==> config.mk <==
export PLATFORM = sky130hd
export DESIGN_NAME = tl45_scoreboard
export DESIGN_NICKNAME = d
export VERILOG_FILES = /design/src/rtl/tl45_scoreboard.sv
export SDC_FILE = /design/constraint.sdc
export NUM_CORES = 1
export LEC_CHECK = 0
export ABC_AREA = 0
export BUFFER_PORTS_ARGS = -buffer_cell sky130_fd_sc_hd__buf_2
export CORE_ASPECT_RATIO = 1.1
export CORE_MARGIN = 8
export CORE_UTILIZATION = 40
export CTS_CLUSTER_SIZE = 24
export DETAILED_ROUTE_END_ITERATION = 6
export GPL_ROUTABILITY_DRIVEN = 0
export PLACE_DENSITY = 0.61
export SYNTH_ARGS = -nofsm -noshare
export SYNTH_HDL_FRONTEND = slang
export SYNTH_SLANG_ARGS = --single-unit
==> constraint.sdc <==
create_clock -name i_clk -period 4.4 [get_ports i_clk]
set_input_delay 0.66 -clock i_clk [delete_from_list [all_inputs] [get_ports i_clk]]
set_output_delay 0.66 -clock i_clk [all_outputs]
set_load 0.02 [all_outputs]
==> src/rtl/tl45_scoreboard.sv <==
// tl45_scoreboard: register write scoreboard for the TL45 pipeline.
//
// Each register r1..r15 has a 2-bit counter of in-flight writes. Decode is
// held while a source is pending or the destination counter is saturated.
// A flush squashes every in-flight write and blocks issue for one cycle.
//
// Optional feature: define TL45_HAZARD_STATS_EN to enable the hazard-stall
// cycle counter on o_stall_cycles. Without it the port is tied to zero.
//
// Ports:
//   i_clk, i_reset_n        clock, asynchronous active-low reset
//   i_flush                 squash all in-flight writes
//   i_dec_valid             decode holds an instruction
//   i_dec_dr/sr1/sr2        decoded destination and source registers
//   i_dec_wr, i_dec_rd2     instruction writes dr / reads sr2
//   i_ex_stall              execute cannot accept
//   i_wb_valid, i_wb_dr     writeback retires a write to wb_dr
//   o_issue                 instruction advances this cycle (combinational)
//   o_pipe_stall            hold decode (combinational)
//   o_busy                  any write pending (combinational)
//   o_sb_err                sticky underflow error
//   o_stall_cycles          hazard-stall cycle counter
module tl45_scoreboard (
    input  logic        i_clk,
    input  logic        i_reset_n,
    input  logic        i_flush,
    input  logic        i_dec_valid,
    input  logic [3:0]  i_dec_dr,
    input  logic [3:0]  i_dec_sr1,
    input  logic [3:0]  i_dec_sr2,
    input  logic        i_dec_wr,
    input  logic        i_dec_rd2,
    input  logic        i_ex_stall,
    input  logic        i_wb_valid,
    input  logic [3:0]  i_wb_dr,
    output logic        o_issue,
    output logic        o_pipe_stall,
    output logic        o_busy,
    output logic        o_sb_err,
    output logic [15:0] o_stall_cycles
);

    localparam int unsigned NREG = 16;
    localparam int unsigned PW   = 2;
    localparam int unsigned SW   = 16;

    typedef enum logic {
        ST_RUN   = 1'b0,
        ST_FLUSH = 1'b1
    } state_e;

    state_e        state_q, state_d;
    logic [PW-1:0] pend_q [NREG];
    logic [PW-1:0] pend_d [NREG];
    logic          sb_err_q, sb_err_d;
    logic          hazard;
    logic          inc, dec;

    // Hazard from registered counters only; r0 is never pending.
    always_comb begin
        hazard = 1'b0;
        if (i_dec_sr1 != 4'd0 && pend_q[i_dec_sr1] != 2'd0) begin
            hazard = 1'b1;
        end
        if (i_dec_rd2 && i_dec_sr2 != 4'd0 && pend_q[i_dec_sr2] != 2'd0) begin
            hazard = 1'b1;
        end
        if (i_dec_wr && i_dec_dr != 4'd0 && pend_q[i_dec_dr] == 2'd3) begin
            hazard = 1'b1;
        end
    end

    // FSM state register.
    always_ff @(posedge i_clk or negedge i_reset_n) begin
        if (!i_reset_n) begin
            state_q <= ST_RUN;
        end else begin
            state_q <= state_d;
        end
    end

    // FSM next state: FLUSH lasts one cycle unless flushed again.
    always_comb begin
        state_d = state_q;
        case (state_q)
            ST_RUN:   if (i_flush)  state_d = ST_FLUSH;
            ST_FLUSH: if (!i_flush) state_d = ST_RUN;
            default:  state_d = ST_RUN;
        endcase
    end

    // FSM outputs; issue is gated by reset so nothing advances while held.
    always_comb begin
        o_issue      = 1'b0;
        o_pipe_stall = 1'b0;
        o_busy       = 1'b0;
        o_issue      = i_reset_n & i_dec_valid & ~hazard & ~i_ex_stall
                     & ~i_flush & (state_q == ST_RUN);
        o_pipe_stall = i_dec_valid & ~o_issue;
        for (int i = 1; i < NREG; i++) begin
            if (pend_q[i] != 2'd0) begin
                o_busy = 1'b1;
            end
        end
    end

    // Counter and error update.
    always_comb begin
        for (int i = 0; i < NREG; i++) begin
            pend_d[i] = pend_q[i];
        end
        sb_err_d = sb_err_q;
        inc      = o_issue & i_dec_wr & (i_dec_dr != 4'd0);
        dec      = i_wb_valid & (i_wb_dr != 4'd0);
        if (i_flush) begin
            for (int i = 0; i < NREG; i++) begin
                pend_d[i] = '0;
            end
        end else if (state_q == ST_RUN) begin
            // Issue and retire to the same register cancel out.
            if (!(inc && dec && i_dec_dr == i_wb_dr)) begin
                if (inc) begin
                    pend_d[i_dec_dr] = pend_q[i_dec_dr] + 2'd1;
                end
                if (dec) begin
                    if (pend_q[i_wb_dr] == 2'd0) begin
                        sb_err_d = 1'b1;
                    end else begin
                        pend_d[i_wb_dr] = pend_q[i_wb_dr] - 2'd1;
                    end
                end
            end
        end
        pend_d[0] = '0;
    end

    // Counter and error registers.
    always_ff @(posedge i_clk or negedge i_reset_n) begin
        if (!i_reset_n) begin
            for (int i = 0; i < NREG; i++) begin
                pend_q[i] <= '0;
            end
            sb_err_q <= 1'b0;
        end else begin
            for (int i = 0; i < NREG; i++) begin
                pend_q[i] <= pend_d[i];
            end
            sb_err_q <= sb_err_d;
        end
    end

    assign o_sb_err = sb_err_q;

`ifdef TL45_HAZARD_STATS_EN
    logic [SW-1:0] stall_cycles_q, stall_cycles_d;

    // Count only stalls caused by a hazard, never by execute back-pressure or flush.
    always_comb begin
        stall_cycles_d = stall_cycles_q;
        if (i_dec_valid && hazard && !i_ex_stall && !i_flush
            && state_q == ST_RUN && stall_cycles_q != {SW{1'b1}}) begin
            stall_cycles_d = stall_cycles_q + SW'(1);
        end
    end

    always_ff @(posedge i_clk or negedge i_reset_n) begin
        if (!i_reset_n) begin
            stall_cycles_q <= '0;
        end else begin
            stall_cycles_q <= stall_cycles_d;
        end
    end

    assign o_stall_cycles = stall_cycles_q;
`else
    assign o_stall_cycles = SW'(0);
`endif

endmodule

---- Word-level counts from Yosys, hierarchy flattened ----
Cells that the tools add are included.
operators by class
  add/sub/neg operators ................... 2
  order comparisons ....................... 6
  equal/unequal tests ..................... 4
  muxes and demuxes ....................... 46
  bitwise logic cells ..................... 19
  reductions and logical operators ........ 33
operators by type and width
  operator             count
  $mux 30              5
  $mux 32              4
  $bwmux 32            2
  $reduce_bool 2->1    17
  $bmux 2 s4           4
  $ge 5x5->1 const B   4
  $mux 2               10
  $not 4->5            4
  $mux 1               19
  $demux 2 s4          2
  $reduce_bool 4->1    4
  $lt 5x1->1 const B   2
  $and 1x1->1          9
  $logic_and 1x1->1    9
  $not 1->1            6
  $reduce_and 5->1     1
  $eq 4x4->1           1
  $ne 2x2->1 const B   2
  $add 2x1->2 const B  1
  $eq 2x2->1 const B   1
  $logic_not 2->1      1
  $reduce_and 2->1     1
  $sub 2x1->2 const B  1
storage, ports and cells
  register bits after elaboration ......... 32
  word-level logic and storage cells ...... 127

---- Depth between registers and ports, before layout ----
  word-level depth ........................ 27
  gate-level depth with buffers ........... 16
  depth with buffers taken out ............ 14

---- Worst setup path after synthesis ----
No wires, ideal clock.
  kind .................................... input to output
  from .................................... input i_dec_dr[0]
  to ...................................... output o_pipe_stall
  arrival ................................. 3.449 ns
  slack ................................... 0.291 ns
  cell stages on the path ................. 10
  cells stage by stage .................... buf_6 -> clkbuf_1 -> mux4_2 -> mux4_2 -> ha_1 -> a2111oi_4 -> nand2b_1 -> o32ai_2 -> o21ai_0 -> and2_1
between the ends
  longest elaborated chain between the ends .. 14
  elaborated cells between the ends (all ways) .. 16
  those cells by class .................... 1 x eq/ne; 4 x mux; 8 x bitwise; 3 x reduce/logical
RTL lines
  item                                        RTL line  RTL
  start: declaration                          28        input logic [3:0] i_dec_dr,
  $not 4->5 (implied by the code)             68        if (i_dec_wr && i_dec_dr != 4'd0 && pend_q[i_dec_dr] == 2'd3) begin
  $bmux 2 s4                                  68
  $mux 2 (implied by the code) (2 in series)  68
  $eq 2x2->1                                  68
  $logic_and 1x1->1 *                         68
  $mux 1 *                                    68
  $not 1->1 *                                 97        o_issue = i_reset_n & i_dec_valid & ~hazard & ~i_ex_stall
  $and 1x1->1 * (2 in series)                 97
  $and 1x1->1 * (2 in series)                 98        & ~i_flush & (state_q == ST_RUN);
  $not 1->1 *                                 99        o_pipe_stall = i_dec_valid & ~o_issue;
  $and 1x1->1 *                               99
  end: declaration                            37        output logic o_pipe_stall,
Mark *: on every way between the ends. The rest lies on a longest branch, timed or not. The select of a mux whose other input is x is not followed.

---- Worst setup path after layout ----
Same ends and word-level chain as after synthesis.

==> flow_metrics.py <==
metrics = {
    "outcome": {
        "status": "finished clean",
    },
    "cells_and_area": {
        "fin_nets": 467,
        "flow.area_growth_from_synthesis_pct": 7.05,
        "stdcell_count": 556,
        "multi_input_comb_area_um2": 2440,
        "n_fill_cell": 870,
        "num_antenna_cells": 0,
        "finalCoreUtilization_pct": 43.3,
        "post_route_cells_drive_above_1_share_pct": 17.6,
        "seqCellArea_um2": 801,
    },
    "drt": {
        "drc": 0,
        "via_per_inst": 6.57,
        "m1WireLength_mm": 4.95,
        "drt_pre_antenna_iters": 5,
        "drt_iter0_drc": 357,
        "topRoutingLayerUsed": "met4",
        "routed_wl_mm": 12.1,
        "post_drt_wl_per_cell_um": 21.8,
        "routed_length_on_met2_mm": 5.47,
        "wl_met3_mm": 1.11,
        "ant_nets": 0,
        "vias": 3652,
    },
    "setup_path": {
        "timing.critical_path.depth": 11,
        "reg2reg_setup_slack_ns": 0.70,
        "path_max_fanout": 18,
        "path_class": "input port to output pin",
        "crit-reg2reg-capture": "pend_q[22]$_DFFE_PN0P_",
        "critPathBufInv": 3,
        "critical-path-top-cell-by-count": "sky130_fd_sc_hd__mux4_2",
        "cpLargestDelayFamily": "multiplexers",
        "worst-endpoint-arrival_ns": 3.54,
        "cpMaxStageDelayCell": "sky130_fd_sc_hd__mux4_2",
        "r2r_startpoint": "pend_q[7]$_DFFE_PN0P_",
        "critical_path.cell_chain": "clkbuf_4, mux4_2, mux4_2, ha_1, a2111oi_4, buf_4, nand2_1, o32ai_2, o21ai_0, and2_1, buf_2",
        "worst_setup_path_start_kind": "input port",
        "req_time_crit_path_ns": 3.74,
        "startpoint": "i_dec_dr[0]",
        "worst_setup_path_end_kind": "output pin",
        "slowest_delay_ns": 0.54,
        "reg2reg_depth": 12,
        "timing.critical_path.to": "o_pipe_stall",
    },
    "timing": {
        "finalHoldViolCount": 0,
        "worst_slew_slack_as_a_fraction_of_its_limit_pct": 49.5,
        "fmax_mhz": 238,
        "final_max_slew_viol_count": 0,
        "setup_slack_ns": 0.204,
        "setup_viol": 0,
        "post-route-min-period_ns": 4.20,
        "timing.final.crit_share_pct": 95.4,
        "worst_clock_skew_ns": 0.00802,
        "setup_total_negative_slack_ns": 0,
        "slew_at_the_pin_with_the_worst_max_slew_slack_ns": 0.755,
    },
    "synth": {
        "proportion_of_synthesized_flip_flops_having_asynchronous_set_or_reset_pct": 100,
        "synth_flop_cell": "sky130_fd_sc_hd__dfrtp_1",
        "yosys_warnings": 0,
        "yosysMostFrequentCell": "sky130_fd_sc_hd__nor2_1",
        "proportion_of_synthesized_chip_area_in_sequential_cells_pct": 22.8,
        "postSynthAreaPerCell_um2": 8.23,
        "synthDominantAreaCellType": "sky130_fd_sc_hd__dfrtp_1",
        "netlist_area_um2": 3520,
        "yosys-top-cells-count": "sky130_fd_sc_hd__nor2_1, sky130_fd_sc_hd__nand2_1, sky130_fd_sc_hd__dfrtp_1, sky130_fd_sc_hd__o21ai_0, sky130_fd_sc_hd__a31oi_1",
        "yosys_register_bits": 32,
        "synth_area_leaders": "sky130_fd_sc_hd__dfrtp_1, sky130_fd_sc_hd__mux4_2, sky130_fd_sc_hd__nor2_1",
        "synthDominantCellAreaShare_pct": 22.8,
        "syn_inst": 427,
        "synth_enable_flop_cells": 0,
        "yosys.cell_types.count": 60,
    },
    "clock_tree": {
        "clk_latency_ns": 0.30,
        "clk_pin_slew_ns": 0.08,
        "tritoncts": "yes",
        "cts-hold-fix-buffers": 0,
        "ctsLongestPathBuffers": 2,
        "clkSinkCount": 32,
        "ctsRootBufferMaster": "sky130_fd_sc_hd__clkbuf_8",
        "number_of_buffers_created_by_cts": 5,
        "htreeDepth": 2,
    },
    "place": {
        "dp_hpwl_mm": 9.33,
        "placedCellCount": 547,
        "place_worst_setup_slack_ns": 0.0998,
        "numPortBuffers": 27,
    },
    "floorplanning": {
        "dieArea_um2": 12000,
        "chipHeight_um": 114,
        "die_width_um": 105,
        "core_area_um2": 8690,
        "number_of_core_rows": 36,
        "floorplan.initialDensity_pct": 40.4,
        "count_of_pins_on_the_block_boundary": 44,
    },
    "pwr": {
        "vdd_ir_drop_max_uv": 89.0,
        "power.switching_fraction_pct": 34.4,
        "total_power_uw": 714,
        "power.density_nw_per_um2": 190,
        "cellLeakagePower_uw": 0.00158,
        "total_switching_power_uw": 246,
        "power.share.combinational_pct": 22.8,
        "sequential_power_share_pct": 41.5,
        "cellInternalPower_uw": 468,
        "clock_power_share_pct": 35.7,
    },
    "global_routing": {
        "grt_first_pass_wirelength_mm": 19.4,
        "antenna_found_initial": 0,
        "gr-usage-all-layers_pct": 20.4,
        "via_count_of_the_first_global_routing_pass": 3503,
        "grt_start_max_net_pins": 33,
        "overflow": 0,
    },
    "run": {
        "drv_cap": 0,
    },
    "min_path": {
        "timing.hold.worst.class": "input port to asynchronous set/reset pin",
    },
}
-- final cells by class --
type	instances	area share (%)
Timing Repair Buffer	37	5.98
Sequential cell	32	21.3
Clock inverter	2	0.266
Tap cell	114	3.79
Inverter	17	1.70
Clock buffer	6	2.19
Multi-Input combinational cell	348	64.8
-- layout by cell type (no fill, tap or decap), types with 3 or more instances in the layout --
cell / netlist / layout
sky130_fd_sc_hd__or3_1: 7 / 7
sky130_fd_sc_hd__nor3_1: 11 / 11
sky130_fd_sc_hd__or2_2: 4 / 4
sky130_fd_sc_hd__nand4_1: 4 / 4
sky130_fd_sc_hd__a21o_1: 9 / 9
sky130_fd_sc_hd__and3_1: 3 / 3
sky130_fd_sc_hd__a2111oi_1: 6 / 6
sky130_fd_sc_hd__nand3_1: 8 / 8
sky130_fd_sc_hd__nor4_1: 8 / 8
sky130_fd_sc_hd__buf_2: 5 / 26
sky130_fd_sc_hd__clkbuf_8: 0 / 6
sky130_fd_sc_hd__nand2b_1: 11 / 11
sky130_fd_sc_hd__o22a_1: 9 / 9
sky130_fd_sc_hd__mux4_2: 18 / 18
sky130_fd_sc_hd__dfrtp_1: 32 / 32
sky130_fd_sc_hd__and2_1: 9 / 9
sky130_fd_sc_hd__a221oi_1: 8 / 8
sky130_fd_sc_hd__inv_1: 17 / 17
sky130_fd_sc_hd__nand2_1: 38 / 38
sky130_fd_sc_hd__a22o_1: 6 / 6
sky130_fd_sc_hd__buf_4: 17 / 9
sky130_fd_sc_hd__conb_1: 1 / 16
sky130_fd_sc_hd__nor2b_1: 3 / 3
sky130_fd_sc_hd__a31oi_1: 19 / 19
sky130_fd_sc_hd__mux2_2: 5 / 5
sky130_fd_sc_hd__o41ai_1: 8 / 8
sky130_fd_sc_hd__a22oi_1: 5 / 5
sky130_fd_sc_hd__o21ai_0: 21 / 21
sky130_fd_sc_hd__a211oi_1: 11 / 11
sky130_fd_sc_hd__o211ai_1: 3 / 3
sky130_fd_sc_hd__a21oi_1: 7 / 7
sky130_fd_sc_hd__nor2_1: 50 / 50
sky130_fd_sc_hd__o21ai_1: 4 / 4
sky130_fd_sc_hd__xor2_1: 4 / 4
-- layer usage --
metal	vias up	global-route usage, %
li1	1644	-
met5	-	0
met4	0	11.7
met3	44	3.94
met2	215	31.6
met1	1749	26.0
-- power groups by stage --
stage	logic, uW	clock network [uW]	registers (uW)
3_5_place_dp	159	0	302
6_report	163	255	296
5_1_grt	177	272	297
3_3_place_gp	157	0	302
2_1_floorplan	119	0	302
4_1_cts	160	260	296
-- per-stage QoR --
step	cell area, um2	hold slack (ns)
6_report	3760	0.418
5_1_grt	3760	0.454
4_1_cts	3750	0.445
3_5_place_dp	3660	0.450
3_3_place_gp	3660	0.450
2_1_floorplan	3570	0.364
-- state kept, by name (all words and copies together) (netlist names) --
name	cells
pend_q	30
state_q	1
o_sb_err	1
-- how the worst min path moves through the flow --
stage | start | to | cells past startpoint
2_1_floorplan | i_reset_n | o_sb_err$_DFFE_PN0P_ | 0
3_3_place_gp | o_sb_err$_DFFE_PN0P_ | o_sb_err$_DFFE_PN0P_ | 1
3_5_place_dp | o_sb_err$_DFFE_PN0P_ | o_sb_err$_DFFE_PN0P_ | 1
4_1_cts | i_reset_n | pend_q[6]$_DFFE_PN0P_ | 2
5_1_grt | i_reset_n | pend_q[6]$_DFFE_PN0P_ | 2
6_report | i_reset_n | pend_q[6]$_DFFE_PN0P_ | 2
-- repair_timing --
| item | 4_1_cts | 5_1_grt |
|---|---|---|
| endpoints found under the setup margin | 0 | 1 |
| setup buffers | 0 | 1 |
| resized for setup | 0 | 1 |
-- worst reg2reg max path, cell delays in order, from the launching register on --
cell,delay [ns]
sky130_fd_sc_hd__dfrtp_1,0.47
sky130_fd_sc_hd__mux4_2,0.49
sky130_fd_sc_hd__mux4_2,0.51
sky130_fd_sc_hd__ha_1,0.23
sky130_fd_sc_hd__a2111oi_4,0.43
sky130_fd_sc_hd__buf_4,0.19
sky130_fd_sc_hd__nand2_1,0.06
sky130_fd_sc_hd__o32ai_2,0.12
sky130_fd_sc_hd__o21a_1,0.22
sky130_fd_sc_hd__buf_12,0.18
sky130_fd_sc_hd__a31oi_1,0.12
sky130_fd_sc_hd__a2111oi_1,0.42
sky130_fd_sc_hd__o22a_1,0.20
-- logic make-up after synthesis --
group / share of synthesized area, %
compound gates: 30.5
mux: 13.7
buf+inv: 9.47
fa+ha+maj: 0.712
other cells: 0.107
simple gates: 21.7
flops: 22.8
xor+xnor: 0.996
Power figures use the tool's default switching activity.
